### config.mk
export PLATFORM = sky130hd
export DESIGN_NAME = frame_accum
export DESIGN_NICKNAME = d
export VERILOG_FILES = /design/src/rtl/frame_accum_pkg.sv /design/src/rtl/frame_accum_sat_add.sv /design/src/rtl/frame_accum.sv
export SDC_FILE = /design/constraint.sdc
export NUM_CORES = 1
export LEC_CHECK = 0
export BUFFER_PORTS_ARGS = -buffer_cell sky130_fd_sc_hd__buf_2
export CORE_MARGIN = 4
export CORE_UTILIZATION = 40
export CTS_CLUSTER_DIAMETER = 30
export DETAILED_ROUTE_END_ITERATION = 7
export GPL_ROUTABILITY_DRIVEN = 0
export PLACE_DENSITY = 0.67
export REMOVE_ABC_BUFFERS = 1
export SYNTH_ARGS = -nofsm -noshare
export SYNTH_HDL_FRONTEND = slang
export SYNTH_HIERARCHICAL = 1
export SYNTH_SLANG_ARGS = --single-unit
### constraint.sdc
create_clock -name clk -period 2.45 [get_ports clk]
set_input_delay 0 -clock clk [delete_from_list [all_inputs] [get_ports clk]]
set_output_delay 0 -clock clk [all_outputs]
set_load 0.02 [all_outputs]
### src/rtl/frame_accum_pkg.sv
// Shared types and widths for the frame accumulator.
package frame_accum_pkg;

   localparam int WORD_W = 16;

   typedef enum logic {
      ST_ACCUM = 1'b0,
      ST_DONE  = 1'b1
   } state_t;

endpackage

### src/rtl/frame_accum_sat_add.sv
// ACC_W-bit accumulator adder with a 16-bit addend; reports the carry-out.
// With FRAME_ACCUM_SAT_EN defined the result clamps to all-ones on carry, otherwise it wraps.
module sat_add
   import frame_accum_pkg::*;
#(
   parameter int ACC_W = 20
) (
   input  logic [ACC_W-1:0]  a,
   input  logic [WORD_W-1:0] b,
   output logic [ACC_W-1:0]  sum,
   output logic              carry
);

   logic [ACC_W:0] full;

   always_comb begin
      full  = {1'b0, a} + {{(ACC_W + 1 - WORD_W){1'b0}}, b};
      carry = full[ACC_W];
`ifdef FRAME_ACCUM_SAT_EN
      sum   = carry ? '1 : full[ACC_W-1:0];
`else
      sum   = full[ACC_W-1:0];
`endif
   end

endmodule

### src/rtl/frame_accum.sv
// Groups 16-bit words into FRAME_LEN-word frames and reports each frame's sum and max.
// Define FRAME_ACCUM_SAT_EN for a saturating sum and a sticky per-frame overflow flag on ovf.
//
// state    | meaning
// ST_ACCUM | accepting words, accumulating sum/max of the current frame
// ST_DONE  | frame result held on the outputs until downstream takes it
module frame_accum
   import frame_accum_pkg::*;
#(
   parameter int FRAME_LEN = 16,
   parameter int ACC_W     = 20
) (
   input  logic              clk,
   input  logic              rstn,
   input  logic              in_valid,
   output logic              in_enable,
   input  logic [WORD_W-1:0] data_in,
   input  logic              clear,
   output logic              out_valid,
   input  logic              out_enable,
   output logic [ACC_W-1:0]  sum_out,
   output logic [WORD_W-1:0] max_out,
   output logic              ovf
);

   localparam int CNT_W = $clog2(FRAME_LEN);
   localparam logic [CNT_W-1:0] CNT_LAST = CNT_W'(FRAME_LEN - 1);

   state_t              state_q, state_d;
   logic [ACC_W-1:0]    acc_q, acc_d;
   logic [WORD_W-1:0]   max_q, max_d;
   logic [CNT_W-1:0]    cnt_q, cnt_d;
   logic [ACC_W-1:0]    sum_out_q, sum_out_d;
   logic [WORD_W-1:0]   max_out_q, max_out_d;
   logic                out_valid_q, out_valid_d;
   logic                in_enable_q, in_enable_d;

   logic [ACC_W-1:0]    add_sum;
   logic                add_carry;
   logic [WORD_W-1:0]   max_next;

`ifdef FRAME_ACCUM_SAT_EN
   logic                sticky_q, sticky_d;
   logic                ovf_q, ovf_d;
`endif

   sat_add #(.ACC_W(ACC_W)) u_sat_add (
      .a     (acc_q),
      .b     (data_in),
      .sum   (add_sum),
      .carry (add_carry)
   );

   assign max_next = (data_in > max_q) ? data_in : max_q;

   always_comb begin
      state_d     = state_q;
      acc_d       = acc_q;
      max_d       = max_q;
      cnt_d       = cnt_q;
      sum_out_d   = sum_out_q;
      max_out_d   = max_out_q;
      out_valid_d = out_valid_q;
      in_enable_d = in_enable_q;
`ifdef FRAME_ACCUM_SAT_EN
      sticky_d    = sticky_q;
      ovf_d       = ovf_q;
`endif

      if (clear) begin
         // Abort: any word offered this cycle and any pending result are dropped.
         state_d     = ST_ACCUM;
         acc_d       = '0;
         max_d       = '0;
         cnt_d       = '0;
         out_valid_d = 1'b0;
         in_enable_d = 1'b1;
`ifdef FRAME_ACCUM_SAT_EN
         sticky_d    = 1'b0;
`endif
      end else begin
         case (state_q)
            ST_ACCUM: begin
               if (in_valid && in_enable_q) begin
                  if (cnt_q == CNT_LAST) begin
                     sum_out_d   = add_sum;
                     max_out_d   = max_next;
                     out_valid_d = 1'b1;
                     in_enable_d = 1'b0;
                     acc_d       = '0;
                     max_d       = '0;
                     cnt_d       = '0;
                     state_d     = ST_DONE;
`ifdef FRAME_ACCUM_SAT_EN
                     ovf_d       = sticky_q | add_carry;
                     sticky_d    = 1'b0;
`endif
                  end else begin
                     acc_d = add_sum;
                     max_d = max_next;
                     cnt_d = cnt_q + CNT_W'(1);
`ifdef FRAME_ACCUM_SAT_EN
                     sticky_d = sticky_q | add_carry;
`endif
                  end
               end
            end
            ST_DONE: begin
               if (out_valid_q && out_enable) begin
                  out_valid_d = 1'b0;
                  in_enable_d = 1'b1;
                  state_d     = ST_ACCUM;
               end
            end
            default: state_d = ST_ACCUM;
         endcase
      end
   end

   always_ff @(posedge clk or negedge rstn) begin
      if (!rstn) begin
         state_q     <= ST_ACCUM;
         acc_q       <= '0;
         max_q       <= '0;
         cnt_q       <= '0;
         sum_out_q   <= '0;
         max_out_q   <= '0;
         out_valid_q <= 1'b0;
         in_enable_q <= 1'b1;
`ifdef FRAME_ACCUM_SAT_EN
         sticky_q    <= 1'b0;
         ovf_q       <= 1'b0;
`endif
      end else begin
         state_q     <= state_d;
         acc_q       <= acc_d;
         max_q       <= max_d;
         cnt_q       <= cnt_d;
         sum_out_q   <= sum_out_d;
         max_out_q   <= max_out_d;
         out_valid_q <= out_valid_d;
         in_enable_q <= in_enable_d;
`ifdef FRAME_ACCUM_SAT_EN
         sticky_q    <= sticky_d;
         ovf_q       <= ovf_d;
`endif
      end
   end

   assign in_enable = in_enable_q;
   assign out_valid = out_valid_q;
   assign sum_out   = sum_out_q;
   assign max_out   = max_out_q;

`ifdef FRAME_ACCUM_SAT_EN
   assign ovf = ovf_q;
`else
   // A wrapping sum has no overflow report; the adder carry goes nowhere.
   logic unused_carry;
   assign unused_carry = add_carry;
   assign ovf = 1'b0;
`endif

endmodule

Yosys cells after proc, flatten, opt, wreduce, memory -nomap -nowiden
Index checks and enable logic that the tools add are counted.
Cells by class
  muxes and demuxes: 28
  add/sub/neg operators: 2
  equality and inequality tests: 5
  bitwise logic cells: 2
  reduce and logical (&&, ||, !) cells: 6
  order comparisons: 1
Operator list (number)
  16-bit 2-to-1 mux: 5
  20-bit 2-to-1 mux: 4
  20-bit by 16-bit adder with 20-bit output: 1
  16-bit > comparator: 1
  4-bit 2-to-1 mux: 4
  1-bit 2-to-1 mux: 12
  3-bit inequality test (second input constant): 2
  1-bit one-hot mux with 2 select lines: 3
  4-bit by 1-bit adder with 4-bit output (second input constant): 1
  4-bit equality test (second input constant): 1
  4-bit AND reduction: 1
  3-bit by 2-bit inequality test with 1-bit output (second input constant): 1
  3-bit AND reduction: 1
  1-bit logical AND: 2
  2-bit inequality test (second input constant): 1
  1-bit inverter: 2
  2-bit AND reduction: 1
  2-bit nonzero test: 1
Storage, ports and cells
  output and inout bits: 39
  register bits: 79
  logic and storage cells: 52

Longest topological paths before layout
Gate-level depths: netlist (run 1).
  word-level depth: 6
  gate-level depth with buffers: 9

Hierarchy
The synthesis (run 1) kept the hierarchy.
Modules (own cells, without submodules)
  frame_accum: instances 1, area an instance 3829.9 µm², cells each 366
  sat_add: instances 1, area an instance 909.6 µm², cells each 123

Worst setup path after synthesis (run 1)
No wires, ideal clock.
  path kind: register to register
  start: reg acc_q[0]
  end: reg sum_out_q[18], in the netlist sum_out[18]
  setup time: 0.125 ns
  cell stages (with the launch flop): 9
  arrival time: 2.165 ns
  path slack: 0.160 ns
  buffers on the path: 0
  path through: dfrtp_1 > ha_1 > fa_1 > a211oi_1 > o21bai_1 > o2111ai_1 > a21oi_1 > xor2_1 > mux2_2
On the way
  cells in the longest elaborated chain, start to end: 1
Ends and longest elaborated chain
  start: declaration: line frame_accum.sv:30  | logic [ACC_W-1:0] acc_q, acc_d;
  start signal: assignment: line frame_accum.sv:123  | acc_q <= '0;
  start signal: assignment: line frame_accum.sv:136  | acc_q <= acc_d;
  20-bit by 16-bit adder with 20-bit output: line frame_accum_sat_add.sv:17  | full = {1'b0, a} + {{(ACC_W + 1 - WORD_W){1'b0}}, b};
  via add_sum[18]: line frame_accum.sv:38  | logic [ACC_W-1:0] add_sum;
  end signal: assignment: line frame_accum.sv:139  | sum_out_q <= sum_out_d;
  end: declaration: line frame_accum.sv:33  | logic [ACC_W-1:0] sum_out_q, sum_out_d;
The timed path passes the listed nets, and every way through them passes these cells.
A chain may end at the register's enable or synchronous reset.

Final worst setup path (run 1)
  start: reg acc_q[0]
  end: reg sum_out_q[14], in the netlist sum_out[14]
Same word-level chain as after synthesis.

==> metrics.md, run 1 <==
| Metric | Value |
|---|---|
| Post-DP HPWL | `approximately 8.0 mm` |
| Fin Setup TNS | `0 ns` |
| Period utilisation layout | `a little over nine tenths` |
| CTS tree | `built` |
| Site row count | `39` |
| Syn Area/Cell | `9.71 um^2` |
| Number of global-route vias before repair | `between 4,000 and 5,000` |
| Io pins | `60` |
| Worst Tran Pin Value | `a little over 1 ns` |
| Crit path largest cell delay | `0.44 ns` |
| P per Cell Area | `about 670 nW/um^2` |
| Core footprint | `11,500 um^2` |
| First-pass GRT wire length | `20.0 mm` |
| Worst EP required | `about 2.7 ns` |
| Total of max-cap violations | `0` |
| WL final | `between 10 and 15 mm` |
| Setup crit start kind | `flip-flop` |
| Setup Crit Path Kind | `flip-flop to flip-flop` |
| Clk_skew | `a little under 0.007 ns` |
| Worst EP arrival | `roughly 2.7 ns` |
| PortBufs | `between 50 and 60` |
| Crit-path slowest cell | `fa_1` |
| Largest net degree at the start of global routing | `80` |
| GR Util All Layers | `roughly 18%` |
| Detail Route Antenna Nets | `0` |
| Hold Crit Start | `in_valid` |
| Final Util | `around 50%` |
| Peak supply drop | `501 uV` |
| TritonCTS Buffers | `9` |
| Ys Warns | `6` |
| Fillers | `roughly 1,100` |
| Total number of vias | `roughly 4,000` |
| Initial antenna violation count | `0` |
| Total iterations of the first detailed-routing run | `4` |
| Die ar. | `about 14,000 um^2` |
| Min Clock Period, post-route | `2.38 ns` |
| Most frequent CP cell | `o21ai_2` |
| Leak | `2.77 nW` |
| Finish-stage setup viols | `0` |
| Die Ht | `around 120 um` |
| Final count of hold timing violations | `0` |
| Max Clk Rate | `421 MHz` |
| Remaining Overflow, GRT | `0` |
| Crit Path Max Fanout | `4` |
| Post-Syn Instances | `487` |
| Antenna diodes | `0` |
| Pins Over Slew Limit | `0` |
| CP endpoint kind | `flip-flop` |
| CP Launch Point | `acc_q[0]` |
| Final Power | `3.85 mW` |
| Initial drt markers | `215` |
| Clock sinks | `79` |
| Reg2reg start | `acc_q[0]` |
| Post-DR wirelength/cell | `16.7 um` |
| Drc violations | `0` |
| Clock Tree Root | `clkbuf_16` |
| Vias per cell | `approximately 5.7` |
| H-tree Lvls | `3` |
| Status | `completed` |
| Fraction of layout cells with a size suffix above 1 | `a little under a quarter` |
| Clock Latency Late Sink | `about 0.34 ns` |
| Slew headroom | `roughly a third` |
| Critical Path, Cell by Cell | `ha_1 > fa_1 > a211oi_2 > o21bai_2 > o21ai_2 > o21ai_2 > a311oi_2 > mux2_2` |
| Bufs on Longest Clock Path | `2` |
| Final Net Count | `614` |
| CTS clk-pin slew, worst paths | `about 0.060 ns` |
| Mapped Area | `approximately 4700 um^2` |
| Area delta synth->final | `22.1%` |
| Starting density of the core | `41.1%` |
| RSZ-0062 raised after global routing | `false` |
| Tightest Hold Check Type | `input port to flip-flop` |
| Die Span X | `approximately 120 um` |
==> layer usage <==
| layer | vias up | global-route usage, % | part of all wire [%] |
|---|---|---|---|
| li1 | 1950 | - | - |
| met1 | 1983 | 24.8 | 45 |
| met2 | 90 | 29.2 | 49 |
| met3 | 13 | 3.63 | 4.4 |
| met4 | 0 | 5.81 | 1.3 |
| met5 | - | 0 | 0 |
==> placed cells by master (no fill, tap or decap), drive strengths merged, types with 2 or more instances in the layout <==
cell type    instances
dfrtp               78
buf                 70
nand3               37
nand2               35
ha                  33
o21ai               33
nor2                31
a21oi               26
inv                 23
mux2                22
a22o                20
dlygate4sd3         20
o211ai              19
a31oi               18
nand4               18
clkbuf              12
xor2                 9
xnor2                9
a211oi               5
a21o                 4
o21bai               4
bufinv               3
and3                 3
nor3                 3
a2111oi              3
nor2b                2
or3                  2
nand2b               2
a311oi               2
nor4                 2
and2                 2
==> cell type report <==
cell class              instances  area [um^2]  area share [%]
clock buffers                  12          246            4.27
repair buffers                 90          616            10.7
well taps                     143          179            3.10
multi-input cells             356         2570            44.6
flip-flops and latches         79         1980            34.3
inverters                      23         86.3            1.49
clock inverters                 4         95.1            1.65
==> worst paths after layout <==
path / cells after the start / slack [ns] / end
setup / recovery: 8 / 0.07 / sum_out[14]
hold / removal: 4 / 0.12 / in_enable
setup reg to reg: 8 / 0.07 / sum_out[14]
hold reg to reg: 1 / 0.50 / sum_out[10]
max in group asynchronous: 2 / 1.40 / max_q[4]
min in group asynchronous: 2 / 0.35 / sum_out[17]
==> where the power goes <==
group	leakage, nW	total [mW]	switching, mW	internal, mW
registers	1.08	1.42	0.0508	1.37
clock network	0.167	1.56	0.535	1.02
logic	1.53	0.868	0.522	0.347
==> stage by stage <==
step / area [um^2] / std cells / setup slack, ns / hold WS, ns
global route: 5780 / 707 / 0.000455 / 0.129
global placement: 5200 / 671 / 0.0399 / 0.228
floorplan: 4600 / 458 / -0.911 / -0.296
finish: 5780 / 707 / 0.0722 / 0.116
detailed placement: 5200 / 671 / 0.0169 / 0.227
CTS: 5740 / 707 / 0.00386 / 0.113
==> worst max-delay path, delay by kind of cell, from the launching register on <==
kind                     cells  cell delay (ns)
AO/OA/AOI/OAI                5             1.06
adder cells (fa/ha/maj)      2             0.67
flip-flops                   1             0.38
multiplexers                 1             0.20
==> registers in the layout (all words and copies together), names as in the netlist <==
register   cells
out_valid      1
state_q        1
cnt_q          4
sum_out       20
max_out       16
in_enable      1
acc_q         20
max_q         16
==> timing repair <==
action / CTS / global route
hold endpoints to repair: 107 / 0
endpoints found under the setup margin: 0 / 41
hold buffers: 20 / 0
setup buffers: 0 / 0
resized for setup: 0 / 6
Power figures use the tool's default switching activity.
==> inputs of run 2 (changes only) <==
--- a/config.mk
+++ b/config.mk
@@ -15,5 +15,4 @@
 export REMOVE_ABC_BUFFERS = 1
 export SYNTH_ARGS = -nofsm -noshare
 export SYNTH_HDL_FRONTEND = slang
-export SYNTH_HIERARCHICAL = 1
 export SYNTH_SLANG_ARGS = --single-unit
==> run 2 against run 1 <==
Effect of this change: combinational power increased by 2.4%; sequential share of layout area decreased by 1.3 points; core utilization increased by 1.3 points; hold slack got worse by 0.095 ns; largest cell class unchanged; synthesized area increased by 2.8%.
==> metrics.md, run 2 <==
| Metric | Value |
|---|---|
| Status | `completed` |
| Initial drt markers | `400` |
| Mapped Area | `about 4900 um^2` |
| Crit-path slowest cell | `or4_4` |
| Peak supply drop | `approximately 370 uV` |
| Clock Latency Late Sink | `between 0.3 and 0.4 ns` |
| Largest net degree at the start of global routing | `80` |
| Detail Route Antenna Nets | `0` |
| Antenna diodes | `0` |
| Worst Tran Pin Value | `about 1.0 ns` |
| Psw | `1.07 mW` |
| Bufs and invs on worst path | `3` |
| Die Span X | `118 um` |
| RSZ-0062 raised after global routing | `true` |
| Gate power share | `approximately 24%` |
| Fraction of layout cells with a size suffix above 1 | `25.7%` |
| Core footprint | `approximately 12,000 um^2` |
| Sequential power share | `around 39%` |
| Final Util | `between 50% and 60%` |
| Min Clock Period, post-route | `2.41 ns` |
| Total number of vias | `between 4,000 and 5,000` |
| Initial antenna violation count | `0` |
| Max Clk Rate | `414 MHz` |
| Total iterations of the first detailed-routing run | `5` |
| Die ar. | `~14,000 um^2` |
| Crit path largest cell delay | `roughly 0.54 ns` |
| H-tree Lvls | `3` |
| PortBufs | `58` |
| Top-area cell type share of the netlist area | `around two fifths` |
| Leak | `~2.8 nW` |
| Asr flop ratio synth | `100%` |
| Starting density of the core | `41.7%` |
| Top FF cell, synth | `dfrtp_1` |
| Period utilisation layout | `a little over nine tenths` |
| Drc violations | `0` |
| Clk_skew | `~0.0056 ns` |
| Clock Power Share | `between 30% and 40%` |
| Sw Share | `between 20% and 30%` |
| Setup Crit Path Kind | `flip-flop to flip-flop` |
| Most frequent cells in the layout | `dfrtp_1, nand2_1, buf_2` |
| P per Cell Area | `between 600 and 700 nW/um^2` |
| Worst EP required | `about 2.7 ns` |
| Most common cell after layout, fill and taps aside | `dfrtp_1` |
| Remaining Overflow, GRT | `0` |
| WL final | `about 12 mm` |
| GR Util All Layers | `between 10% and 20%` |
| Setup crit start kind | `flip-flop` |
| Post-synth top cells | `dfrtp_1, nand2_1, ha_1` |
| CTS tree | `built` |
| Crit Path Max Fanout | `11` |
| Post-synthesis register bit count | `just under 80` |
| Internal power | `between 2 and 3 mW` |
| Vias per cell | `around 5.7` |
| Die Ht | `between 100 and 150 um` |
| Post-DP HPWL | `just under 9 mm` |
| Total of max-cap violations | `0` |
| Post-Syn Instances | `just over 500` |
| Cell taking the most area after synthesis | `dfrtp_1` |
| Final Net Count | `around 660` |
| Tightest Hold Check Type | `input port to flip-flop` |
| Clock Tree Root | `clkbuf_16` |
| Slew headroom | `about a third` |
| Worst EP arrival | `about 2.7 ns` |
| Seq/Total Area, Yosys | `40.7%` |
| Ys Warns | `0` |
| Number of global-route vias before repair | `~4,100` |
| Count leader, synth | `dfrtp_1` |
| Pins Over Slew Limit | `0` |
| Final count of hold timing violations | `0` |
| CP endpoint kind | `flip-flop` |
| Top Family by Delay on Critical Path | `simple AND/OR/NAND/NOR gates` |
| Finish-stage setup viols | `0` |
| Syn Area/Cell | `roughly 9.5 um^2` |
| First-pass GRT wire length | `20.1 mm` |
| Synth top area cells | `dfrtp_1, ha_1, nand2_1, mux2_2, a22o_1` |
| CTS clk-pin slew, worst paths | `around 0.06 ns` |
| TritonCTS Buffers | `9` |
| Critical Path, Cell by Cell | `inv_1 > ha_1 > nand4_1 > or4_4 > a21oi_4 > nor3_4 > buf_6 > nor3_4 > buf_6 > a22o_1` |
| EDFF count, synth | `0` |
| Io pins | `60` |
| Site row count | `39` |
| Post-DR wirelength/cell | `16.5 um` |
| Hold Slack | `approximately 0.021 ns` |
| Area delta synth->final | `23.5%` |
| Clock sinks | `79` |
| Bufs on Longest Clock Path | `2` |
| Synth cell types | `64` |
[run 2: final timing paths]
| check | depth (start not counted) | to | slack [ns] | from |
|---|---|---|---|---|
| min in group asynchronous | 2 | max_out[15] | 0.38 | rstn |
| worst min-delay path | 2 | max_q[5] | 0.02 | data_in[5] |
| worst max-delay path | 10 | max_q[15] | 0.04 | max_q[11] |
| max in group asynchronous | 2 | cnt_q[1] | 1.44 | rstn |
| worst max register to register | 10 | max_q[15] | 0.04 | max_q[11] |
| worst min register to register | 2 | sum_out[0] | 0.48 | sum_out[0] |
[run 2: routing by layer]
| metal | track usage (%) | up-vias | wire, um |
|---|---|---|---|
| met1 | 22.2 | 2062 | 5490 |
| met3 | 3.53 | 20 | 616 |
| met5 | 0 | - | 0 |
| met2 | 28.9 | 107 | 6040 |
| met4 | 6.81 | 0 | 250 |
| li1 | - | 2057 | - |
[run 2: kinds of logic (layout without fill, tap and decap cells)]
logic type                 after synthesis  count (layout)  share of synthesized area (%)
and+or+nand+nor                        163             163                           15.8
AOI/OAI and AO/OA                      146             147                           21.6
DFF                                     79              79                           40.7
buffers and inverters                   52             147                           4.94
adders and majority gates               34              34                           8.91
muxes                                   25              25                           5.77
xor gates and xnor gates                12              12                           2.16
other                                    1               1                         0.0772
[run 2: final cells by class]
type,count,area (um^2)
repair buffers,111,769
well taps,143,179
multi-input cells,382,2700
inverters,21,78.8
fillers,1007,5660
clock buffers,12,256
flip-flops and latches,79,1980
clock inverters,3,42.5
[run 2: power by group through the flow]
stage          Combinational, mW  Sequential (mW)  Clock, mW
3_5_place_dp               0.815             1.44          0
5_1_grt                    0.979             1.43       1.44
4_1_cts                    0.847             1.42       1.39
6_report                   0.889             1.42       1.35
2_1_floorplan              0.554             1.43          0
3_3_place_gp               0.788             1.44          0
[run 2: what timing repair did]
action	4_1_cts	5_1_grt
setup endpoints to repair	13	33
setup buffers	1	3
pin swaps	1	6
resized for setup	1	11
hold endpoints to repair	98	0
gates cloned	0	1
hold buffers	17	0
[run 2: per-stage QoR]
step / TNS, ns / std cells / setup WS [ns] / instance area, um^2 / power [mW]
detailed placement: -1.49 / 714 / -0.160 / 5440 / 2.25
global placement: -0.616 / 714 / -0.0627 / 5440 / 2.22
finish: 0 / 751 / 0.0369 / 6000 / 3.66
floorplan: -19.01 / 481 / -0.695 / 4700 / 1.98
CTS: 0 / 747 / 0.00165 / 5920 / 3.65
global route: -0.623 / 751 / -0.0702 / 6000 / 3.84
==> inputs of run 3 (changes only) <==
--- a/config.mk
+++ b/config.mk
@@ -7,11 +7,11 @@
 export LEC_CHECK = 0
 export BUFFER_PORTS_ARGS = -buffer_cell sky130_fd_sc_hd__buf_2
 export CORE_MARGIN = 4
-export CORE_UTILIZATION = 40
+export CORE_UTILIZATION = 25
 export CTS_CLUSTER_DIAMETER = 30
 export DETAILED_ROUTE_END_ITERATION = 7
 export GPL_ROUTABILITY_DRIVEN = 0
-export PLACE_DENSITY = 0.67
+export PLACE_DENSITY = 0.48
 export REMOVE_ABC_BUFFERS = 1
 export SYNTH_ARGS = -nofsm -noshare
 export SYNTH_HDL_FRONTEND = slang
==> run 3 against run 2 <==
Effect of this change: clock-buffer cell count fell by 1; hold slack improved by 0.035 ns; critical path depth did not move; non-clock buffer count did not move; fmax rose by 2.2%; combinational power fell by 1%; clock skew rose by 0.0017 ns; via count fell by 2.7%; global-route usage fell by 4.7 points; core utilization fell by 19 points; largest cell class unchanged; largest power group unchanged; highest routed layer unchanged.
==> metrics.md, run 3 (synthesis results as in run 2) <==
| Metric | Value |
|---|---|
| Drc violations | `0` |
| P per Cell Area | `a little under 600 nW/um^2` |
| Remaining Overflow, GRT | `0` |
| Tightest Hold Check Type | `input port to flip-flop` |
| Die ar. | `~22,000 um^2` |
| Final cell count without fillers | `around 870` |
| Most frequent cells in the layout | `dfrtp_1, nand2_1, buf_2` |
| Post-DR wirelength/cell | `~15 um` |
| Clock sinks | `approximately 80` |
| CTS tree | `built` |
| Io pins | `60` |
| Detail Route Antenna Nets | `0` |
| TritonCTS Buffers | `9` |
| Leak | `roughly 2.8 nW` |
| Post-DP HPWL | `9.41 mm` |
| Total of max-cap violations | `0` |
| Die Ht | `147 um` |
| Number of global-route vias before repair | `approximately 4,300` |
| Crit Path Max Fanout | `4` |
| Min Clock Period, post-route | `between 2 and 2.5 ns` |
| Pins Over Slew Limit | `0` |
| Starting density of the core | `around 26%` |
| Core footprint | `approximately 19,000 um^2` |
| CTS clk-pin slew, worst paths | `about 0.06 ns` |
| Slew headroom | `roughly 30%` |
| Final Net Count | `658` |
| Bufs on Longest Clock Path | `2` |
| Worst EP required | `about 2.7 ns` |
| Vias per cell | `around 4.8` |
| Status | `completed` |
| Worst Tran Pin Value | `1.05 ns` |
| Hold Slack | `between 0.05 and 0.06 ns` |
| Most common cell after layout, fill and taps aside | `dfrtp_1` |
| Setup crit start kind | `flip-flop` |
| Total iterations of the first detailed-routing run | `4` |
| Final count of hold timing violations | `0` |
| Clk_skew | `0.00734 ns` |
| Fraction of layout cells with a size suffix above 1 | `25.0%` |
| Finish-stage setup viols | `0` |
| CP endpoint kind | `flip-flop` |
| Initial antenna violation count | `0` |
| WL final | `roughly 13 mm` |
| GR Util All Layers | `12.7%` |
| Antenna diodes | `0` |
| Clock Tree Root | `clkbuf_16` |
| Setup Crit Path Kind | `flip-flop to flip-flop` |
| Peak supply drop | `335 uV` |
| PortBufs | `between 50 and 60` |
| Fillers | `~2,000` |
| Post-Place Cells | `between 800 and 900` |
| Largest net degree at the start of global routing | `80` |
| Clock Latency Late Sink | `approximately 0.35 ns` |
| First-pass GRT wire length | `between 20 and 25 mm` |
| Worst EP arrival | `approximately 2.6 ns` |
| Max Clk Rate | `between 400 and 500 MHz` |
| Period utilisation layout | `96.4%` |
| Initial drt markers | `250` |
| Die Span X | `between 100 and 150 um` |
| H-tree Lvls | `3` |
| Site row count | `50` |
| Final Util | `32.4%` |
| Total number of vias | `between 4,000 and 5,000` |
| Area delta synth->final | `25.9%` |
## run 3: metal layers
layer	vias to the layer above	routed length [um]	track usage (%)
li1	2055	-	-
met1	1992	6310	16.4
met2	72	6220	20.8
met3	14	592	3.59
met4	0	190	3.68
met5	-	0	0
## run 3: final cells by class
cell class	instances	area (um^2)	share of cell area, %
timing repair buffer	111	776	12.7
clock buffer	11	233	3.80
inverter	21	78.8	1.29
clock inverter	5	50.0	0.818
tap	260	325	5.32
multi-input combinational	381	2680	43.8
sequential	79	1980	32.3
## run 3: final timing paths
kind	startpoint	to	slack, ns	depth (start not counted)
setup reg to reg	acc_q[0]	sum_out[18]	0.09	10
hold reg to reg	sum_out[0]	sum_out[0]	0.47	2
setup / recovery	acc_q[0]	sum_out[18]	0.09	10
max in group asynchronous	rstn	max_out[10]	1.39	2
min in group asynchronous	rstn	out_valid	0.36	2
hold / removal	data_in[1]	max_q[1]	0.06	3
## run 3: critical path, stage by stage, from the launching register on
cell and delay, ns:
dfrtp_1 0.36, ha_2 0.19, inv_1 0.06, fa_2 0.38, nor2b_2 0.15, o31a_1 0.22
o21ai_4 0.09, buf_4 0.15, a211o_1 0.33, a21o_1 0.17, a31oi_1 0.17
## run 3: stage by stage
step	worst slack [ns]	setup TNS [ns]	area, um^2	power, mW
final	0.0879	0	6120	3.62
after global routing	-0.0184	-0.0417	6120	3.83
after CTS	0.00898	0	6050	3.66
after detailed placement	-0.179	-1.56	5580	2.27
after global placement	-0.121	-1.18	5580	2.25
after floorplan	-0.695	-19.01	4700	1.98
## run 3: repair_timing
| action | 4_1_cts | 5_1_grt |
|---|---|---|
| resized for setup | 1 | 7 |
| setup endpoints to repair | 10 | 31 |
| hold buffers | 18 | 0 |
| setup buffers | 0 | 5 |
| pin swaps | 0 | 12 |
| endpoints found under the hold margin | 99 | 0 |
| cloned | 0 | 0 |
## run 3: power breakdown
part	total [mW]	switching [mW]	leakage, nW	internal [mW]
sequential	1.41	0.0461	1.08	1.37
clock	1.33	0.543	0.143	0.783
combinational	0.880	0.503	1.54	0.377
